`src/rtl/nios_oc_mem_arb_pkg.sv`:
```
// Shared definitions for the on-chip CPU memory arbiter: default widths,
// requester port indices and the freeze-sequencing state type.
package nios_oc_mem_arb_pkg;

    localparam int unsigned ADDR_W_DEF = 13;
    localparam int unsigned DATA_W_DEF = 32;

    // Requester indices; last_grant holds one of these
    localparam logic P_CPU = 1'b0;
    localparam logic P_DMA = 1'b1;

    typedef enum logic [1:0] {
        RUN   = 2'd0,
        DRAIN = 2'd1,
        HOLD  = 2'd2
    } arb_state_t;

endpackage

```
`src/rtl/oc_mem_rr_arb2.sv`:
```
// Two-way round-robin grant, purely combinational.
//   req[1:0]    in   request per port
//   last_grant  in   port granted most recently
//   gnt[1:0]    out  one-hot grant (or zero when nobody requests)
module oc_mem_rr_arb2
    import nios_oc_mem_arb_pkg::*;
(
    input  logic [1:0] req,
    input  logic       last_grant,
    output logic [1:0] gnt
);

    // A lone requester wins outright; under contention the other port wins
    always_comb begin
        gnt = req;
        if (req == 2'b11) begin
            gnt = (last_grant == P_DMA) ? 2'b01 : 2'b10;
        end
    end

endmodule

```
`src/rtl/nios_oc_mem_arbiter.sv`:
```
// Shares the single-port on-chip CPU memory between the Nios data master
// (port 0) and the PCIe/DMA bridge (port 1) with round-robin arbitration,
// one command per cycle, read latency 1. Sequences the RAM clock enable
// around reset_req: drain outstanding reads, then freeze (reset_ack high).
//
// Optional build macro OC_MEM_ARB_WR_PROTECT_EN: port 1 writes below
// PROT_WORDS are accepted but dropped and set the sticky prot_err flag.
//
// Ports:
//   clk, reset_n                 clock, async active-low reset
//   reset_req / reset_ack        freeze request / frozen indication
//   pN_* (N = 0,1)               Avalon-MM slave side per requester
//   mem_*                        single-port RAM side
//   prot_err / prot_clr          sticky protection flag and its clear
module nios_oc_mem_arbiter
    import nios_oc_mem_arb_pkg::*;
#(
    parameter int unsigned ADDR_W     = ADDR_W_DEF,
    parameter int unsigned DATA_W     = DATA_W_DEF,
    parameter int unsigned PROT_WORDS = 4096
) (
    input  logic                  clk,
    input  logic                  reset_n,
    input  logic                  reset_req,
    output logic                  reset_ack,

    input  logic [ADDR_W-1:0]     p0_address,
    input  logic [DATA_W/8-1:0]   p0_byteenable,
    input  logic                  p0_read,
    input  logic                  p0_write,
    input  logic [DATA_W-1:0]     p0_writedata,
    output logic                  p0_waitrequest,
    output logic [DATA_W-1:0]     p0_readdata,
    output logic                  p0_readdatavalid,

    input  logic [ADDR_W-1:0]     p1_address,
    input  logic [DATA_W/8-1:0]   p1_byteenable,
    input  logic                  p1_read,
    input  logic                  p1_write,
    input  logic [DATA_W-1:0]     p1_writedata,
    output logic                  p1_waitrequest,
    output logic [DATA_W-1:0]     p1_readdata,
    output logic                  p1_readdatavalid,

    output logic [ADDR_W-1:0]     mem_address,
    output logic [DATA_W/8-1:0]   mem_byteenable,
    output logic                  mem_chipselect,
    output logic                  mem_write,
    output logic [DATA_W-1:0]     mem_writedata,
    output logic                  mem_clken,
    input  logic [DATA_W-1:0]     mem_readdata,

    output logic                  prot_err,
    input  logic                  prot_clr
);

    arb_state_t  state_q, state_d;
    logic        last_grant_q, last_grant_d;
    logic [1:0]  rd_pend_q, rd_pend_d;
    logic        prot_err_q, prot_err_d;

    logic        arb_en_c;
    logic [1:0]  req_c;
    logic [1:0]  gnt_c;
    logic        sel_c;
    logic        prot_region_c;
    logic        prot_block_c;

    // Arbitration only while running and not being asked to freeze
    assign arb_en_c = (state_q == RUN) && !reset_req;
    assign req_c    = {p1_read | p1_write, p0_read | p0_write} & {2{arb_en_c}};

    oc_mem_rr_arb2 u_rr (
        .req        (req_c),
        .last_grant (last_grant_q),
        .gnt        (gnt_c)
    );

    // Extra MSB so a PROT_WORDS equal to the full depth still compares correctly
    assign prot_region_c = {1'b0, p1_address} < (ADDR_W+1)'(PROT_WORDS);

`ifdef OC_MEM_ARB_WR_PROTECT_EN
    assign prot_block_c = gnt_c[P_DMA] & p1_write & prot_region_c;
`else
    logic unused_prot_cfg;
    assign prot_block_c    = 1'b0;
    assign unused_prot_cfg = prot_clr ^ prot_region_c;
`endif

    assign sel_c = gnt_c[P_DMA];

    // RAM command mux; a blocked write is acknowledged to the port but never reaches the RAM
    always_comb begin
        mem_address    = sel_c ? p1_address    : p0_address;
        mem_byteenable = sel_c ? p1_byteenable : p0_byteenable;
        mem_writedata  = sel_c ? p1_writedata  : p0_writedata;
        mem_chipselect = (|gnt_c) & ~prot_block_c;
        mem_write      = mem_chipselect & (sel_c ? p1_write : p0_write);
    end

    // Next-state: grant history, read-return tracking, freeze sequencing, protection flag
    always_comb begin
        state_d      = state_q;
        last_grant_d = last_grant_q;
        rd_pend_d    = 2'b00;
        prot_err_d   = prot_err_q;

        if (|gnt_c) begin
            last_grant_d = gnt_c[P_DMA];
        end

        // Write wins when a port raises read and write together
        rd_pend_d[P_CPU] = gnt_c[P_CPU] & p0_read & ~p0_write;
        rd_pend_d[P_DMA] = gnt_c[P_DMA] & p1_read & ~p1_write;

        case (state_q)
            RUN:     if (reset_req)        state_d = DRAIN;
            DRAIN:   if (rd_pend_q == 2'b00) state_d = HOLD;
            HOLD:    if (!reset_req)       state_d = RUN;
            default:                       state_d = RUN;
        endcase

`ifdef OC_MEM_ARB_WR_PROTECT_EN
        // A violation in the clearing cycle keeps the flag set
        if (prot_clr)     prot_err_d = 1'b0;
        if (prot_block_c) prot_err_d = 1'b1;
`else
        prot_err_d = 1'b0;
`endif
    end

    always_ff @(posedge clk or negedge reset_n) begin
        if (!reset_n) begin
            state_q      <= RUN;
            last_grant_q <= P_DMA;
            rd_pend_q    <= 2'b00;
            prot_err_q   <= 1'b0;
        end else begin
            state_q      <= state_d;
            last_grant_q <= last_grant_d;
            rd_pend_q    <= rd_pend_d;
            prot_err_q   <= prot_err_d;
        end
    end

    assign p0_waitrequest   = ~gnt_c[P_CPU];
    assign p1_waitrequest   = ~gnt_c[P_DMA];
    assign p0_readdata      = mem_readdata;
    assign p1_readdata      = mem_readdata;
    assign p0_readdatavalid = rd_pend_q[P_CPU];
    assign p1_readdatavalid = rd_pend_q[P_DMA];
    assign reset_ack        = (state_q == HOLD);
    assign mem_clken        = (state_q != HOLD);
    assign prot_err         = prot_err_q;

endmodule

```
`config.mk`:
```
export PLATFORM = sky130hd
export DESIGN_NAME = nios_oc_mem_arbiter
export DESIGN_NICKNAME = d
export VERILOG_FILES = /design/src/rtl/nios_oc_mem_arb_pkg.sv /design/src/rtl/oc_mem_rr_arb2.sv /design/src/rtl/nios_oc_mem_arbiter.sv
export SDC_FILE = /design/constraint.sdc
export NUM_CORES = 1
export LEC_CHECK = 0
export CORE_AREA = 2 2 100 102
export CTS_CLUSTER_SIZE = 20
export DETAILED_ROUTE_END_ITERATION = 16
export DIE_AREA = 0 0 102 104
export PLACE_DENSITY = 0.7
export SYNTH_ARGS = -nofsm -noshare
export SYNTH_HDL_FRONTEND = slang
export SYNTH_SLANG_ARGS = --single-unit
```
`constraint.sdc`:
```
create_clock -name clk -period 4.5 [get_ports clk]
set_input_delay 0.9 -clock clk [delete_from_list [all_inputs] [get_ports clk]]
set_output_delay 0.9 -clock clk [all_outputs]
set_load 0.05 [all_outputs]
```
==> Word-level counts from Yosys, hierarchy flattened <==
Cells that the tools add are included.
{ "classes": {"n_eq_ne": 7, "n_bitwise": 12, "reduce_logical": 6, "mux": 10} }
{ "ops": {"columns": ["operator", "count"], "rows": [
  ["$mux W32", 1],
  ["$mux W13", 1],
  ["$mux W2", 5],
  ["$ne A2 B2 Y1 const B", 4],
  ["$pmux W2 S3", 1],
  ["$and A1 B1 Y1", 5],
  ["$eq A2 B2 Y1 const B", 2],
  ["$logic_not A2 Y1", 2],
  ["$mux W4", 1],
  ["$not A1 Y1", 4],
  ["$reduce_and A3 Y1", 1],
  ["$and A2 B2 Y2", 1],
  ["$eq A2 B1 Y1 const B", 1],
  ["$or A1 B1 Y1", 2],
  ["$reduce_or A2 Y1", 1],
  ["$logic_and A1 B1 Y1", 1],
  ["$logic_not A1 Y1", 1],
  ["$mux W1", 1]
]} }
{ "totals": {"register_bits": 5, "in_bits": 138, "output_inout_bits": 122} }

==> Logic depth before layout (Yosys ltp) <==
{ "depth": {"depth_word": 7, "depth_mapped": 4} }

==> Cells and area by module <==
A second synthesis with hierarchy kept.
{ "unflattened": {"cells_unflattened": 148, "hier_area_um2": 1579.0} }
{ "modules_own_cells": {"columns": ["mod", "seq_area_each_um2", "n_inst", "area_each_um2", "cells_per_inst"], "rows": [
  ["nios_oc_mem_arbiter", 126.4, 1, 1560.2, 145],
  ["oc_mem_rr_arb2", 0.0, 1, 18.8, 3]
]} }

==> Worst setup path after synthesis <==
OpenSTA, ideal clock, no wires.
{ "synth_path": {"kind": "input port to output port", "startpoint": "input p1_write", "endpoint": "output mem_writedata[22]", "arrival_ns": 1.966, "slack_ns": 1.634, "n_path_buf": 1, "cell_stages": 4, "path_cell_list": "or2_2 nand3_4 buf_6 mux2_4"} }
{ "synth_via": {"elab_chain_len": 5} }
{ "synth_lines": {"columns": ["item", "line", "rtl"], "rows": [
  ["start, declared", "nios_oc_mem_arbiter.sv:39", "input logic p1_write,"],
  ["$or A1 B1 Y1 *", "nios_oc_mem_arbiter.sv:71", "assign req_c = {p1_read | p1_write, p0_read | p0_write} & {2{arb_en_c}};"],
  ["$and A2 B2 Y2 *", "nios_oc_mem_arbiter.sv:71", null],
  ["$eq A2 B2 Y1", "oc_mem_rr_arb2.sv:16", "if (req == 2'b11) begin"],
  ["$mux W2 *", "oc_mem_rr_arb2.sv:16", null],
  ["$mux W32 *", "nios_oc_mem_arbiter.sv:96", "mem_writedata = sel_c ? p1_writedata : p0_writedata;"],
  ["end, declared", "nios_oc_mem_arbiter.sv:49", "output logic [DATA_W-1:0] mem_writedata,"]
]} }
Every way passes the cells marked *; elsewhere a longest branch is shown, timed or not.

==> Final worst setup path <==
{ "layout_path": {"startpoint": "input reset_req", "endpoint": "output mem_writedata[19]"} }
{ "layout_via": {"elab_chain_len": 6} }
{ "layout_lines": {"columns": ["item", "line", "rtl"], "rows": [
  ["start, declared", "nios_oc_mem_arbiter.sv:24", "input logic reset_req,"],
  ["$logic_not A1 Y1 *", null, null],
  ["$logic_and A1 B1 Y1 *", "nios_oc_mem_arbiter.sv:70", "assign arb_en_c = (state_q == RUN) && !reset_req;"],
  ["$and A2 B2 Y2 *", "nios_oc_mem_arbiter.sv:71", null],
  ["$eq A2 B2 Y1", "oc_mem_rr_arb2.sv:16", null],
  ["$mux W2 *", "oc_mem_rr_arb2.sv:16", null],
  ["$mux W32 *", "nios_oc_mem_arbiter.sv:96", null]
]} }
Marked as above.

==> results.cfg <==
[logic_synthesis]
synth_top_area_share_pct = 46.7
yosysWarnings = 0
synth_seq_cells = 5
syn_inst = 152
yosysTopAreaCell = mux2_4
synthTopCellsByArea = mux2_4 47%, buf_4 31%, dfrtp_1 6.4%
yosys-top-cells-count = 65 x buf_4, 49 x mux2_4, 6 x nor2_1
avgSynthCellArea_um2 = 10.4
synth_edf_count = 0
ys.flop_type = dfrtp_1
yosysUniqueCellTypes = 22
ys_async_sr_fraction_pct = 100
synth_most_common_cell = buf_4
ys_seq_area_share_pct = 8.02
synth_fp_nets = 290
netlist_area_um2 = 1580

[clocking]
clk_latency_ps = 210
ctsResizeCount = 0
cts_hold_buf = 0
cts_buffers = 3
ctsLongestPathBuffers = 2
cts_tree = yes
clkSinkCount = 5
cts_setup_buffers = 0
htree_num_levels = 1
clk_transition_reported_paths_ps = 40
cts-root-buf = clkbuf_8

[timing]
fin_skew_ps = 1.22
tightest_slew_ps = 515
fin_crit_ps = 3770
slew_headroom_pct = 65.6
hold_violations = 0
fmax_mhz = 265
setup_ws_ps = 725
finalSetupViolations = 0
rsz0062_at_grt = false
fin_tns_setup_ps = 0
min_period_over_period_pct = 83.9
finalMaxSlewViolations = 0

[worst_setup_path]
critPathKind = in2out
critPathCaptureType = output port
cp_data_arrival_time_ps = 2870
startpoint_type = primary input
required_ps = 3600
critical_path.max_fanout = 41

[drt]
drt-initial-drc-count = 27
first_pass_iters = 2
finalWirelength_um = 5400
num_vias = 1380
drcViolationCount = 0
antenna_left = 0
viasPerCell = 3.62
wl_per_cell_um = 14.2

[layout]
n_fill_cell = 994
fin_util_pct = 28.9
antenna_cells = 0
layout-drive-gt1-share_pct = 44.0
fin_nets = 387
syn_to_final_growth_pct = 75.3

[die]
dieArea_um2 = 10600
rows = 36
dieWidth_um = 102
initial_core_util_pct = 16.5
die_h_um = 104
io_pins = 260
core_um2 = 9550

[global_routing]
grt_pass1_vias = 1340
antenna_found_initial = 0
gr-total-overflow = 0
grt_pass1_wl_um = 7260
track_usage_pct = 8.90
grt_max_degree = 42

[worst_hold_path]
hold_path_class = reg2reg

[power_and_ir_drop]
ir_drop_uv = 117
p_leak_nw = 1.29
p_per_area_nw_per_um2 = 361

[place]
finalWeightedCongestion = 0.766
portBuffers = 161
place_ws_ps = 715

[run]
drv_cap = 0

[status]
outcome = completed
worst max-delay path, stage by stage:
cell and delay, ps:
clkdlybuf4s50_1 500, nor3_4 360, nand3_4 260, buf_12 270, mux2_4 330, buf_4 190
flip-flops by register name, indices dropped and copies added, names as in the netlist:
signal and cells:
rd_pend_q 2, state_q 2, last_grant_q 1
cell usage in the layout, fill, tap and decap left out, drive strengths merged:
master           n
a211oi           1
a21oi            2
and2b            1
buf             51
clkbuf           4
clkdlybuf4s50  111
conb             1
dfrtp            4
dfstp            1
inv              1
mux2            49
nand2            4
nand2b           1
nand3            1
nor2             6
nor3             1
nor3b            1
nor4             1
o21ai            4
o21bai           1
o31a             1
or2              1
kinds of logic (layout without fill, tap and decap cells):
group / count (synthesis) / after routing / synth area share (%)
simple gates: 17 / 17 / 6.75
buf+inv: 71 / 167 / 34.8
flops: 5 / 5 / 8.02
mux: 49 / 49 / 46.7
other cells: 1 / 1 / 0.238
compound gates: 9 / 9 / 3.49
stage by stage:
stage,hold WS [ps],area (um2),cells,total power (W)
floorplan,503,1580,152,0.000821
global placement,523,2720,377,0.000919
detailed placement,540,2720,377,0.000925
CTS,550,2760,381,0.00101
global route,603,2760,381,0.00105
finish,549,2760,381,0.000996
path summary, 6_finish.rpt:
path	startpoint	end	slack [ps]	cells after the start
setup / recovery	reset_req	mem_writedata[19]	730	6
hold / removal	last_grant_q	last_grant_q	550	2
setup reg to reg	state_q[0]	rd_pend_q[0]	3250	3
hold reg to reg	last_grant_q	last_grant_q	550	2
max in group asynchronous	reset_n	last_grant_q	3350	1
min in group asynchronous	reset_n	state_q[0]	900	1
layer usage:
| layer | vias to the layer above | global-route usage, % | share of wire, % |
|---|---|---|---|
| met1 | 616 | 8.42 | 32 |
| met2 | 106 | 17.4 | 52 |
| met4 | 0 | 3.14 | 2.5 |
| met5 | - | 0 | 0 |
| met3 | 18 | 2.76 | 14 |
| li1 | 640 | - | - |
layout make-up:
| type | instances | area (um2) | share of cell area [%] |
|---|---|---|---|
| clock buffers | 4 | 45.0 | 1.63 |
| inverters | 1 | 3.75 | 0.136 |
| multi-input cells | 76 | 901 | 32.6 |
| flip-flops and latches | 5 | 126 | 4.58 |
| well taps | 133 | 166 | 6.03 |
| repair buffers | 162 | 1520 | 55.0 |
where the power goes:
group | internal [W] | switching, W | total (W) | leakage, nW
Sequential | 0.0000629 | 0.0000210 | 0.0000839 | 0.0634
Clock | 0.0000606 | 0.0000197 | 0.0000803 | 0.0228
Combinational | 0.000356 | 0.000476 | 0.000832 | 1.20
No activity file was read; power rests on OpenSTA's default activity.
